**src/rtl/mem_result_queue.sv**
```systemverilog
// mem_result_queue: in-order buffer of completed d-cache accesses between the
// memory stage and writeback/commit. Valid/ready on the drain side, full and
// sticky overflow on the fill side, and a single-cycle flush that empties it.
module mem_result_queue #(
  parameter int DEPTH      = 4,   // power of two, >= 2
  parameter int DATA_WIDTH = 32,
  parameter int ID_WIDTH   = 6
) (
  input  logic                     clk,
  input  logic                     rst_n,
  input  logic                     i_valid,
  input  logic                     i_nop,
  input  logic                     i_is_store,
  input  logic [DATA_WIDTH-1:0]    i_data,
  input  logic [ID_WIDTH-1:0]      i_dispatch_index,
  input  logic                     i_flush,
  output logic                     o_full,
  output logic                     o_valid,
  output logic                     o_is_store,
  output logic [DATA_WIDTH-1:0]    o_data,
  output logic [ID_WIDTH-1:0]      o_dispatch_index,
  input  logic                     i_ready,
  output logic [$clog2(DEPTH):0]   o_count,
  output logic                     o_overflow
);

  localparam int PW = $clog2(DEPTH);
  localparam int CW = PW + 1;

  typedef struct packed {
    logic                  is_store;
    logic [DATA_WIDTH-1:0] data;
    logic [ID_WIDTH-1:0]   idx;
  } entry_t;

  entry_t          mem [DEPTH];
  entry_t          wr_entry;
  entry_t          head;
  logic [PW-1:0]   wr_ptr, rd_ptr;
  logic [CW-1:0]   count;
  logic            overflow;
  logic            offer, push, pop;

  // Status decoded from registers only; no input-to-output combinational path.
  assign o_full  = (count == CW'(DEPTH));
  assign o_valid = (count != '0);

  // A flush cycle swallows both sides; a full queue refuses even if popping.
  assign offer = i_valid && !i_nop;
  assign push  = offer && !o_full && !i_flush;
  assign pop   = o_valid && i_ready && !i_flush;

  assign wr_entry = '{is_store: i_is_store, data: i_data, idx: i_dispatch_index};

  // Entry storage; cleared on reset so the head never reads X.
  always_ff @(posedge clk or negedge rst_n) begin
    if (!rst_n) begin
      for (int i = 0; i < DEPTH; i++) mem[i] <= '0;
    end else if (push) begin
      mem[wr_ptr] <= wr_entry;
    end
  end

  // Pointers and occupancy; power-of-two depth lets the pointers wrap naturally.
  always_ff @(posedge clk or negedge rst_n) begin
    if (!rst_n) begin
      wr_ptr <= '0;
      rd_ptr <= '0;
      count  <= '0;
    end else if (i_flush) begin
      wr_ptr <= '0;
      rd_ptr <= '0;
      count  <= '0;
    end else begin
      if (push) wr_ptr <= wr_ptr + 1'b1;
      if (pop)  rd_ptr <= rd_ptr + 1'b1;
      case ({push, pop})
        2'b10:   count <= count + 1'b1;
        2'b01:   count <= count - 1'b1;
        default: count <= count;
      endcase
    end
  end

  // Sticky protocol error: upstream offered an entry while we were full.
  always_ff @(posedge clk or negedge rst_n) begin
    if (!rst_n)                          overflow <= 1'b0;
    else if (offer && o_full && !i_flush) overflow <= 1'b1;
  end

  assign head             = mem[rd_ptr];
  assign o_is_store       = head.is_store;
  assign o_data           = head.data;
  assign o_dispatch_index = head.idx;
  assign o_count          = count;
  assign o_overflow       = overflow;

endmodule

```
**config.mk**
```make
export PLATFORM = sky130hd
export DESIGN_NAME = mem_result_queue
export DESIGN_NICKNAME = d
export VERILOG_FILES = /design/src/rtl/mem_result_queue.sv
export SDC_FILE = /design/constraint.sdc
export NUM_CORES = 1
export LEC_CHECK = 0
export BUFFER_PORTS_ARGS = -buffer_cell sky130_fd_sc_hd__buf_2
export CAP_MARGIN = 20
export CORE_ASPECT_RATIO = 0.5
export CORE_UTILIZATION = 25
export DETAILED_ROUTE_END_ITERATION = 7
export PLACE_DENSITY_LB_ADDON = 0.08
export REMOVE_ABC_BUFFERS = 1
export SYNTH_ARGS = -nofsm -noshare
export SYNTH_HDL_FRONTEND = slang
export SYNTH_SLANG_ARGS = --single-unit
export TNS_END_PERCENT = 100
```
**constraint.sdc**
```tcl
create_clock -name clk -period 4.4 [get_ports clk]
set_input_delay 0.22 -clock clk [delete_from_list [all_inputs] [get_ports clk]]
set_output_delay 0.22 -clock clk [all_outputs]
set_load 0.05 [all_outputs]
```
# Yosys cells after proc, flatten, opt, wreduce, memory -nomap -nowiden
# Cells that the tools add are included.
[word_totals]
word_cells = 55
regBits = 164
[op_classes]
addsub = 4
n_reduce_logical = 15
magnitude_cmp = 3
eq_ne = 3
bitwise_logic = 2
muxes = 12
[op_table]
columns = ["operator", "n"]
rows = [
  ["bitwise mux 156 bit", 1],
  ["2-to-1 mux 39 bit", 3],
  ["binary-select mux 39 bit (select 2 bit)", 1],
  ["demux 39 bit (select 2 bit)", 1],
  ["logical AND 1 bit", 8],
  ["2-to-1 mux 2 bit", 4],
  [">= comparator 3 bit, second input constant", 2],
  ["NOT 2 -> 3 bit", 2],
  ["case mux 3 bit (2 select lines)", 1],
  ["nonzero test 3 bit", 2],
  ["adder 2 x 1 -> 2 bit, second input constant", 2],
  ["nonzero test 2 bit", 2],
  ["adder 3 x 1 -> 3 bit, second input constant", 1],
  ["equality test 3 bit, second input constant", 1],
  ["zero test 1 bit", 3],
  ["less-than comparator 3 x 1 -> 1 bit, second input constant", 1],
  ["2-to-1 mux 3 bit", 1],
  ["subtractor 3 x 1 -> 3 bit, second input constant", 1],
  ["equality test 2 x 1 -> 1 bit, second input constant", 1],
  ["equality test 2 bit, second input constant", 1],
]

# Logic depth before layout (Yosys ltp)
# Gate-level depths: netlist of run 1.
[logic_depth]
depth_word = 7
depth_mapped = 7

# Worst setup path after synthesis of run 1
# OpenSTA, ideal clock, no wires.
[synth_timing]
path_type = "register to register"
start = "register count[0], in the netlist o_count[0]"
end = "register count[2], in the netlist o_count[2]"
slack_ps = 1880
setup_time_ps = 135
arrival_ps = 2385
path_stages_with_launch = 8
path_cell_list = "dfrtp_1 -> or3_1 -> nand2_1 -> nor3_1 -> fa_1 -> and3_1 -> o21bai_1 -> a31oi_1"
[synth_between]
word_cells_on_any_way = 14
classes_between = "add/sub: 2; eq/ne: 3; mux: 2; reduce/logical: 7"
[synth_lines]
columns = ["element", "line", "rtl"]
rows = [
  ["from (decl)", "40", "logic [CW-1:0] count;"],
  ["from (signal assigned)", "78", "2'b10: count <= count + 1'b1;"],
  ["from (signal assigned)", "79", "2'b01: count <= count - 1'b1;"],
  ["from (signal assigned)", "80", "default: count <= count;"],
  ["nonzero test 3 bit (*)", "46", "assign o_valid = (count != '0);"],
  ["via o_valid", "18", "output logic o_valid,"],
  ["logical AND 1 bit (*) (2 in a row)", "51", "assign pop = o_valid && i_ready && !i_flush;"],
  ["equality test 2 x 1 -> 1 bit or equality test 2 bit (tied branches)", "77", "case ({push, pop})"],
  ["case mux 3 bit (2 select lines)", "77", ""],
  ["2-to-1 mux 3 bit", "70", "end else if (i_flush) begin"],
]
# Mark *: on every way through the listed nets, which the timed path passes. The rest lies on a longest branch.
# A chain may end at the register's enable or synchronous reset.

# Worst setup path in the final report of run 1
[layout_timing]
start = "register rd_ptr[1]"
end = "output port o_dispatch_index[4]"
[layout_between]
elab_chain_len = 4
[layout_lines]
columns = ["element", "line", "rtl"]
rows = [
  ["from (decl)", "39", "logic [PW-1:0] wr_ptr, rd_ptr;"],
  ["from (signal assigned)", "76", "if (pop) rd_ptr <= rd_ptr + 1'b1;"],
  ["NOT 2 -> 3 bit (implied by the code)", "91", "assign head = mem[rd_ptr];"],
  ["binary-select mux 39 bit (select 2 bit)", "91", ""],
  ["2-to-1 mux 39 bit (implied by the code) (2 in a row)", "91", ""],
  ["to (decl)", "21", "output logic [ID_WIDTH-1:0] o_dispatch_index,"],
]
# Every way passes these cells. The select of a mux whose other input is x is not followed.

==> out/results.ini, run 1 <==
[outcome]
status=completed

[synth]
synthArstFlopShare_pct=100
synthTopCellsByCount=dfrtp_1 (164), mux2_2 (157), mux4_2 (39)
synth_top_area_share_pct=56.6
seq_area_frac_synth_pct=56.6
synth_ff_type=dfrtp_1
netlist_area_um2=7250
synth-seq-cells=164
synth_largest_area_cell=dfrtp_1
avgSynthCellArea_um2=16.7
synth_edf_count=0
synth_warnings=0
synth_most_common_cell=dfrtp_1
netlist_instances=435
yosysUniqueCellTypes=30
synth.area.top_cells=dfrtp_1 (57%), mux2_2 (24%), mux4_2 (12%), buf_6 (1.2%), buf_2 (0.83%)

[layout]
fin_nets=579
post-route-util_pct=31.2
syn_to_final_growth_pct=20.6
drive_gt1_share_pct=61.3
layoutNonFillerInstCount=924
num_antenna_cells=0

[clocking]
cts_root_buf=clkbuf_16
cts.repair.resized=0
cts_sinks=164
clk_path_buf_depth=2
cts_tree=yes
cts_setup_buffers=0
clkLatencyLatePin_ns=0.44
cts_hold_buffers=1
cts_made_buffers=17
path_clk_slew_ns=0.07
ctsHtreeMaxLevel=4

[timing]
rsz0062_at_grt=false
setup_viol=0
setup_slack_ns=1.85
drv_slew=0
hold_violations=0
setup_tns_ns=0
clock_skew_ns=0.00674
maxSlewHeadroom_pct=45.1
worst_slew_pin_slew_ns=0.821
fin_crit_sh_pct=58.0
fmax_mhz=392
timing.final.crit_period_ns=2.55

[die]
start_util_pct=25.8
coreArea_um2=28100
die_h_um=122
die_area_um2=29700
ios=90
num_rows=43
die_w_um=243

[detailed_routing]
wl_per_cell_um=18.1
top_layer=met4
routed_wl_mm=16.8
vias=3997
final_antenna_net_count=0
via_per_inst=4.33
drtPass1Iterations=4
wl_met1_mm=8.28
first_iter_violations=176
drc=0
wl_met2_mm=7.71
dr_wl_met3_um=540

[run]
drv_cap=0

[critical_path]
slowest_delay_ns=0.77
ff2ff_setup_slack_ns=1.90
crit_path_end_kind=output pin
cp_slowest_cell=dfrtp_2
crit_chain=buf_4 -> mux4_2 -> buf_2
cp_num_buf_inv=2
rr_startpoint=o_count[0]
r2r_cells=5
cp.arrival_ns=2.33
start_kind=register
reg2reg_to=mem[59]
critical-path-top-delay-family=flip-flops
cp.required_ns=4.18
critPathMaxFanout=21
path_class=reg -> out

[placed_design]
post-place-ws_ns=1.85
hpwl_mm=10.6
dp_cells=891
gp_congestion=0.674
port_buffers=89

[worst_hold_path]
holdCritStartpoint=i_data[20]
hold_path_end=mem[143]
worstHoldPathType=in -> reg
holdPathStages=2

[global_route]
grt_pass1_vias=4433
grt_max_degree=102
gr-total-overflow=0
antenna_found_initial=0
track_usage_pct=12.3
grt_pass1_wl_mm=26.9

[power_and_ir_drop]
ir_drop_mv=0.280
p_leak_nw=4.03
powerDensity_nw_per_um2=624
power_mw=5.46

-- cells by family after synthesis --
group | synth area share [%]
muxes | 36.6
DFF | 56.6
buffers and inverters | 2.54
and+or+nand+nor | 2.14
AOI/OAI and AO/OA | 0.811
adders and majority gates | 0.966
xor gates and xnor gates | 0.362
-- worst max-delay path by stage --
stage,to,slack [ns],from,depth (start not counted)
after CTS,o_dispatch_index[4],1.77,rd_ptr[1],3
after global routing,o_data[6],1.71,rd_ptr[0],3
after global placement,mem[73],1.91,o_count[0],5
after floorplan,mem[0],1.53,o_count[2],4
final,o_dispatch_index[4],1.85,rd_ptr[1],3
after detailed placement,mem[63],1.85,o_count[0],5
-- through the flow --
step | hold slack (ns) | cell area (µm²)
after floorplan | -0.0756 | 7080
after CTS | 0.0291 | 8750
final | 0.0627 | 8750
after global routing | 0.0369 | 8750
after global placement | 0.269 | 8120
after detailed placement | 0.263 | 8120
-- layout by cell type, fill, tap and decap left out, types with 2 or more instances in the layout --
cell / n
buf_4: 10
clkbuf_1: 4
clkbuf_8: 2
nor3_1: 2
nor2_1: 8
o21ai_0: 3
inv_1: 3
dfrtp_2: 2
nand2_1: 3
xor2_1: 2
ha_1: 4
nand2b_1: 3
nand3_1: 2
mux2_2: 157
clkinv_2: 3
clkbuf_16: 17
buf_2: 88
bufinv_16: 4
mux4_2: 39
nor2b_1: 2
dfrtp_1: 162
nand2_2: 4
-- flip-flops by register name (all words and copies together) (netlist names) --
signal      count
wr_ptr          2
rd_ptr          2
o_overflow      1
mem           156
o_count         3
-- where the power goes --
part / switching (mW) / internal (mW)
registers: 0.191 / 1.85
logic: 1.12 / 0.699
clock network: 0.620 / 0.979
total: 1.93 / 3.52
-- per-layer routing --
metal	track usage, %	vias to the layer above
met2	18.4	48
met1	16.8	2120
met5	0	-
met4	4.25	0
li1	-	1811
met3	3.76	18
-- cell type report --
class | instances | area, µm²
Fill cell | 2822 | 19300
Sequential cell | 164 | 4110
Multi-Input combinational cell | 242 | 2980
Timing Repair Buffer | 101 | 557
Tap cell | 382 | 478
Clock buffer | 23 | 468
Clock inverter | 9 | 151
Inverter | 3 | 11.3
-- worst reg2reg max path: stages, from the launching register on --
cell and delay, ns:
dfrtp_1 0.48, nor3b_4 0.39, nor3_4 0.12, nand2_2 0.59, buf_4 0.44, mux2_2 0.38
(Power assumes the default switching activity.)
==> run 2: changes to the inputs <==
clock period = 2.43 ns   (was 4.4 ns; I/O delays follow)
==> run 2 against run 1 <==
  * Via count increased by 3.8%
  * Combinational power up 87%
  * Total power grew 82%
  * Sequential power grew 81%
  * Critical path type unchanged
  * Critical endpoint is now o_data[15]
  * Largest cell class unchanged
  * Highest routed layer unchanged
==> out/results.ini, run 2 (synthesis results as in run 1) <==
[die]
die_w_um=243
num_rows=43
start_util_pct=25.8
ios=90
die_area_um2=29700
die_h_um=122
coreArea_um2=28100

[placed_design]
placed_area_um2=8250
hpwl_mm=10.3
post-place-ws_ns=0.326
gp_congestion=0.706
port_buffers=89

[clocking]
cts_root_buf=clkbuf_16
cts_made_buffers=17
clk_path_buf_depth=2
cts_sinks=164
path_clk_slew_ns=0.06
cts_tree=yes
ctsHtreeMaxLevel=4
cts.repair.resized=0
clkLatencyLatePin_ns=0.43

[layout]
num_antenna_cells=0
syn_to_final_growth_pct=28.0
layout_common_cells=dfrtp_1 (162), mux2_2 (157), buf_2 (88), dlygate4sd3_1 (42), mux4_2 (39)
regMostFlops=mem
post-route-util_pct=33.1
drive_gt1_share_pct=57.4
largest_reg_flops=156
final_common_cell=dfrtp_1
fin_area_um2=9280
fin_nets=624

[global_route]
grt_pass1_wl_mm=27.3
track_usage_pct=12.4
gr-total-overflow=0
grt_max_degree=69
grt_pass1_vias=4609
antenna_found_initial=0

[worst_hold_path]
holdPathStages=4
hold_path_end=rd_ptr[1]
holdCritStartpoint=i_ready
worstHoldPathType=in -> reg

[critical_path]
reg2reg_to=o_count[2]
cp.arrival_ns=2.10
critPathMaxFanout=9
slowest_delay_ns=0.61
path_class=reg -> out
crit_chain=buf_4 -> mux4_2 -> buf_2
r2r_cells=7
cp_slowest_cell=dfrtp_2
cp.required_ns=2.31
crit_path_end_kind=output pin
start_kind=register
ff2ff_setup_slack_ns=0.32
rr_startpoint=o_count[0]

[power_and_ir_drop]
pwr-share-clk_pct=28.4
seq_power_share_pct=37.2
p_sw_mw=3.50
ir_drop_mv=0.610
p_comb_share_pct=34.4
p_leak_nw=4.25
switching_share_pct=35.3
powerDensity_nw_per_um2=1070
p_int_mw=6.42

[timing]
maxSlewHeadroom_pct=53.5
worst_slew_pin_slew_ns=0.697
setup_slack_ns=0.208
hold_violations=0
fmax_mhz=450
rsz0062_at_grt=false
timing.final.crit_period_ns=2.22
setup_viol=0
clock_skew_ns=0.00738
setup_tns_ns=0
drv_slew=0
fin_crit_sh_pct=91.4

[detailed_routing]
first_iter_violations=146
drc=0
drtPass1Iterations=4
wl_per_cell_um=17.3
final_antenna_net_count=0
vias=4150
via_per_inst=4.28
routed_wl_mm=16.8

[run]
drv_cap=0

[outcome]
status=completed

-- run 2: cell count changes in the layout (fill, tap and decap cells not counted) --
| cell | previous run | this run |
|---|---|---|
| buf_12 | 1 | 9 |
| buf_4 | 10 | 6 |
| bufinv_16 | 4 | 3 |
| clkbuf_1 | 4 | 3 |
| clkbuf_8 | 2 | 4 |
| clkinv_2 | 3 | 2 |
| clkinv_4 | 1 | 0 |
| clkinvlp_4 | 1 | 3 |
| dlygate4sd3_1 | 1 | 42 |
-- run 2: worst max-delay path: cells and delay by family, from the launching register on --
kind | cells | cell delay, ns
buf+inv | 2 | 0.53
flops | 1 | 0.61
mux | 1 | 0.52
-- run 2: how the worst max path moves through the flow --
stage,startpoint,end,slack (ns)
after CTS,rd_ptr[0],o_data[15],0.11
after detailed placement,o_count[0],o_count[2],0.33
final,rd_ptr[0],o_data[15],0.21
after global placement,o_count[0],o_count[2],0.38
after floorplan,o_count[2],mem[0],-0.44
after global routing,rd_ptr[0],o_data[15],0.06
-- run 2: routing by layer --
layer | GRT usage [%] | share of wire [%] | vias to the layer above
met2 | 19.1 | 46 | 40
met3 | 3.21 | 2.7 | 15
met1 | 16.7 | 50 | 2198
li1 | - | - | 1897
met5 | 0 | 0 | -
met4 | 4.95 | 1.5 | 0
-- run 2: cell type report --
type | count | area [µm²]
Timing Repair Buffer | 146 | 1100
Inverter | 3 | 11.3
Multi-Input combinational cell | 242 | 2980
Sequential cell | 164 | 4110
Tap cell | 382 | 478
Clock buffer | 24 | 492
Fill cell | 2814 | 18800
Clock inverter | 8 | 123
-- run 2: what timing repair did --
item	in CTS	in global routing
hold endpoints to repair	221	0
hold buffers	42	0
setup endpoints to repair	0	0
setup buffers	0	0
-- run 2: metrics by stage --
step	cells	power, mW	hold WS, ns
floorplan	409	6.32	-0.174
global placement	895	7.15	0.203
detailed placement	895	7.17	0.200
CTS	969	10.1	0.0813
global route	969	10.5	0.110
finish	969	9.92	0.111
-- run 2: power groups by stage --
stage                     sequential (mW)  clock (mW)  combinational (mW)
after detailed placement             3.74           0                3.42
final                                3.69        2.82                3.41
after global placement               3.74           0                3.40
after floorplan                      3.77           0                2.55
after CTS                            3.70        2.93                3.48
after global routing                 3.79        3.04                3.62
==> run 3: changes to the inputs <==
RECOVER_POWER = 50   (was not set)
==> run 3 against run 2 <==
  * Flip-flop and latch count stayed put
  * Clock skew is essentially flat
  * Sequential share of layout area is 0.29 points higher
  * Die area unchanged
  * Combinational power barely moved
  * Via count is essentially flat
  * Maximum frequency is essentially flat
==> out/results.ini, run 3 (synthesis results as in run 1) <==
[outcome]
status=completed

[die]
coreArea_um2=28100
die_h_um=122
die_area_um2=29700
ios=90
num_rows=43
die_w_um=243
start_util_pct=25.8

[worst_hold_path]
hold_path_end=rd_ptr[1]
holdPathStages=4
holdCritStartpoint=i_ready
worstHoldPathType=in -> reg

[detailed_routing]
drc=0
final_antenna_net_count=0
via_per_inst=4.28
routed_wl_mm=16.8
drtPass1Iterations=4
wl_per_cell_um=17.3
first_iter_violations=146
vias=4152

[critical_path]
crit_path_end_kind=output pin
path_class=reg -> out
cp.required_ns=2.31
r2r_cells=5
rr_startpoint=o_count[0]
start_kind=register
critPathMaxFanout=9
cp.arrival_ns=2.10
ff2ff_setup_slack_ns=0.27
cp_slowest_cell=dfrtp_2
reg2reg_to=mem[74]
slowest_delay_ns=0.61
crit_chain=buf_4 -> mux4_2 -> buf_2

[placed_design]
gp_congestion=0.706
port_buffers=89
placed_area_um2=8250
dp_cells=895
hpwl_mm=10.3

[layout]
regMostFlops=mem
syn_to_final_growth_pct=27.1
final_common_cell=dfrtp_1
drive_gt1_share_pct=55.5
num_antenna_cells=0
layoutNonFillerInstCount=969
fin_nets=624
fin_area_um2=9220
layout_common_cells=dfrtp_1 (162), mux2_2 (157), buf_2 (82), dlygate4sd3_1 (42), mux4_2 (39)
largest_reg_flops=156

[power_and_ir_drop]
pwr-share-clk_pct=28.5
p_leak_nw=4.20
p_comb_share_pct=34.3
p_int_mw=6.41
p_sw_mw=3.50
ir_drop_mv=0.610
seq_power_share_pct=37.3
powerDensity_nw_per_um2=1070
switching_share_pct=35.3
power_mw=9.90

[global_route]
grt_pass1_vias=4609
antenna_found_initial=0
grt_pass1_wl_mm=27.3
grt_max_degree=69
gr-total-overflow=0
track_usage_pct=12.4

[timing]
worst_slew_pin_slew_ns=1.02
maxSlewHeadroom_pct=31.8
hold_violations=0
fmax_mhz=450
timing.final.crit_period_ns=2.22
fin_crit_sh_pct=91.5
setup_viol=0
drv_slew=0
rsz0062_at_grt=false
clock_skew_ns=0.00737

[clocking]
ctsHtreeMaxLevel=4
clk_path_buf_depth=2
path_clk_slew_ns=0.06
cts_root_buf=clkbuf_16
clkLatencyLatePin_ns=0.43
cts_tree=yes
cts.repair.resized=0
cts_sinks=164
cts_made_buffers=17

[run]
drv_cap=0

run 3: cell types whose count changed in the layout (fill, tap and decap cells not counted), sizes merged:
cell / delta
clkbuf: +12
buf: -12
run 3: worst max path at each step:
stage	cells after the start	slack, ns	endpoint	start
5_1_grt	5	0.05	mem[5]	o_count[0]
6_report	3	0.21	o_data[15]	rd_ptr[0]
2_1_floorplan	4	-0.44	mem[0]	o_count[2]
3_3_place_gp	7	0.38	o_count[2]	o_count[0]
4_1_cts	3	0.11	o_data[15]	rd_ptr[0]
3_5_place_dp	7	0.33	o_count[2]	o_count[0]
run 3: timing repair:
action | CTS | global route
hold buffers | 42 | 0
hold endpoints to repair | 221 | 0
buffers inserted | 0 | 0
run 3: worst max-delay path, delay by kind of cell (launching register included):
family   cells  cell delay, ns
flops        1            0.61
buf+inv      2            0.53
mux          1            0.52
run 3: layout make-up:
cell class                      count  area, µm²
Fill cell                        2819      18900
Sequential cell                   164       4110
Multi-Input combinational cell    242       2970
Timing Repair Buffer              146       1040
Clock buffer                       24        492
Tap cell                          382        478
Clock inverter                      8        123
Inverter                            3       11.3
run 3: power by group through the flow:
stage | Clock, mW | Combinational [mW] | Sequential, mW
6_report | 2.82 | 3.39 | 3.69
5_1_grt | 3.04 | 3.60 | 3.79
4_1_cts | 2.93 | 3.48 | 3.70
3_5_place_dp | 0 | 3.42 | 3.74
3_3_place_gp | 0 | 3.40 | 3.74
2_1_floorplan | 0 | 2.55 | 3.77
run 3: routing by layer:
layer  vias to the layer above  routed length [µm]  GRT usage [%]
li1                       1901                   -              -
met1                      2196                8340           16.7
met2                        40                7740           19.1
met3                        15                 454           3.21
met4                         0                 256           4.95
met5                         -                   0              0
run 3: metrics by stage:
stage / utilization, % / setup TNS (ns) / hold slack [ns] / setup slack [ns]
finish: 32.8 / 0 / 0.112 / 0.207
global route: 32.8 / 0 / 0.110 / 0.0513
CTS: 33.1 / 0 / 0.0813 / 0.106
detailed placement: 29.4 / 0 / 0.200 / 0.326
global placement: 29.4 / 0 / 0.203 / 0.381
floorplan: - / -75.25 / -0.174 / -0.436
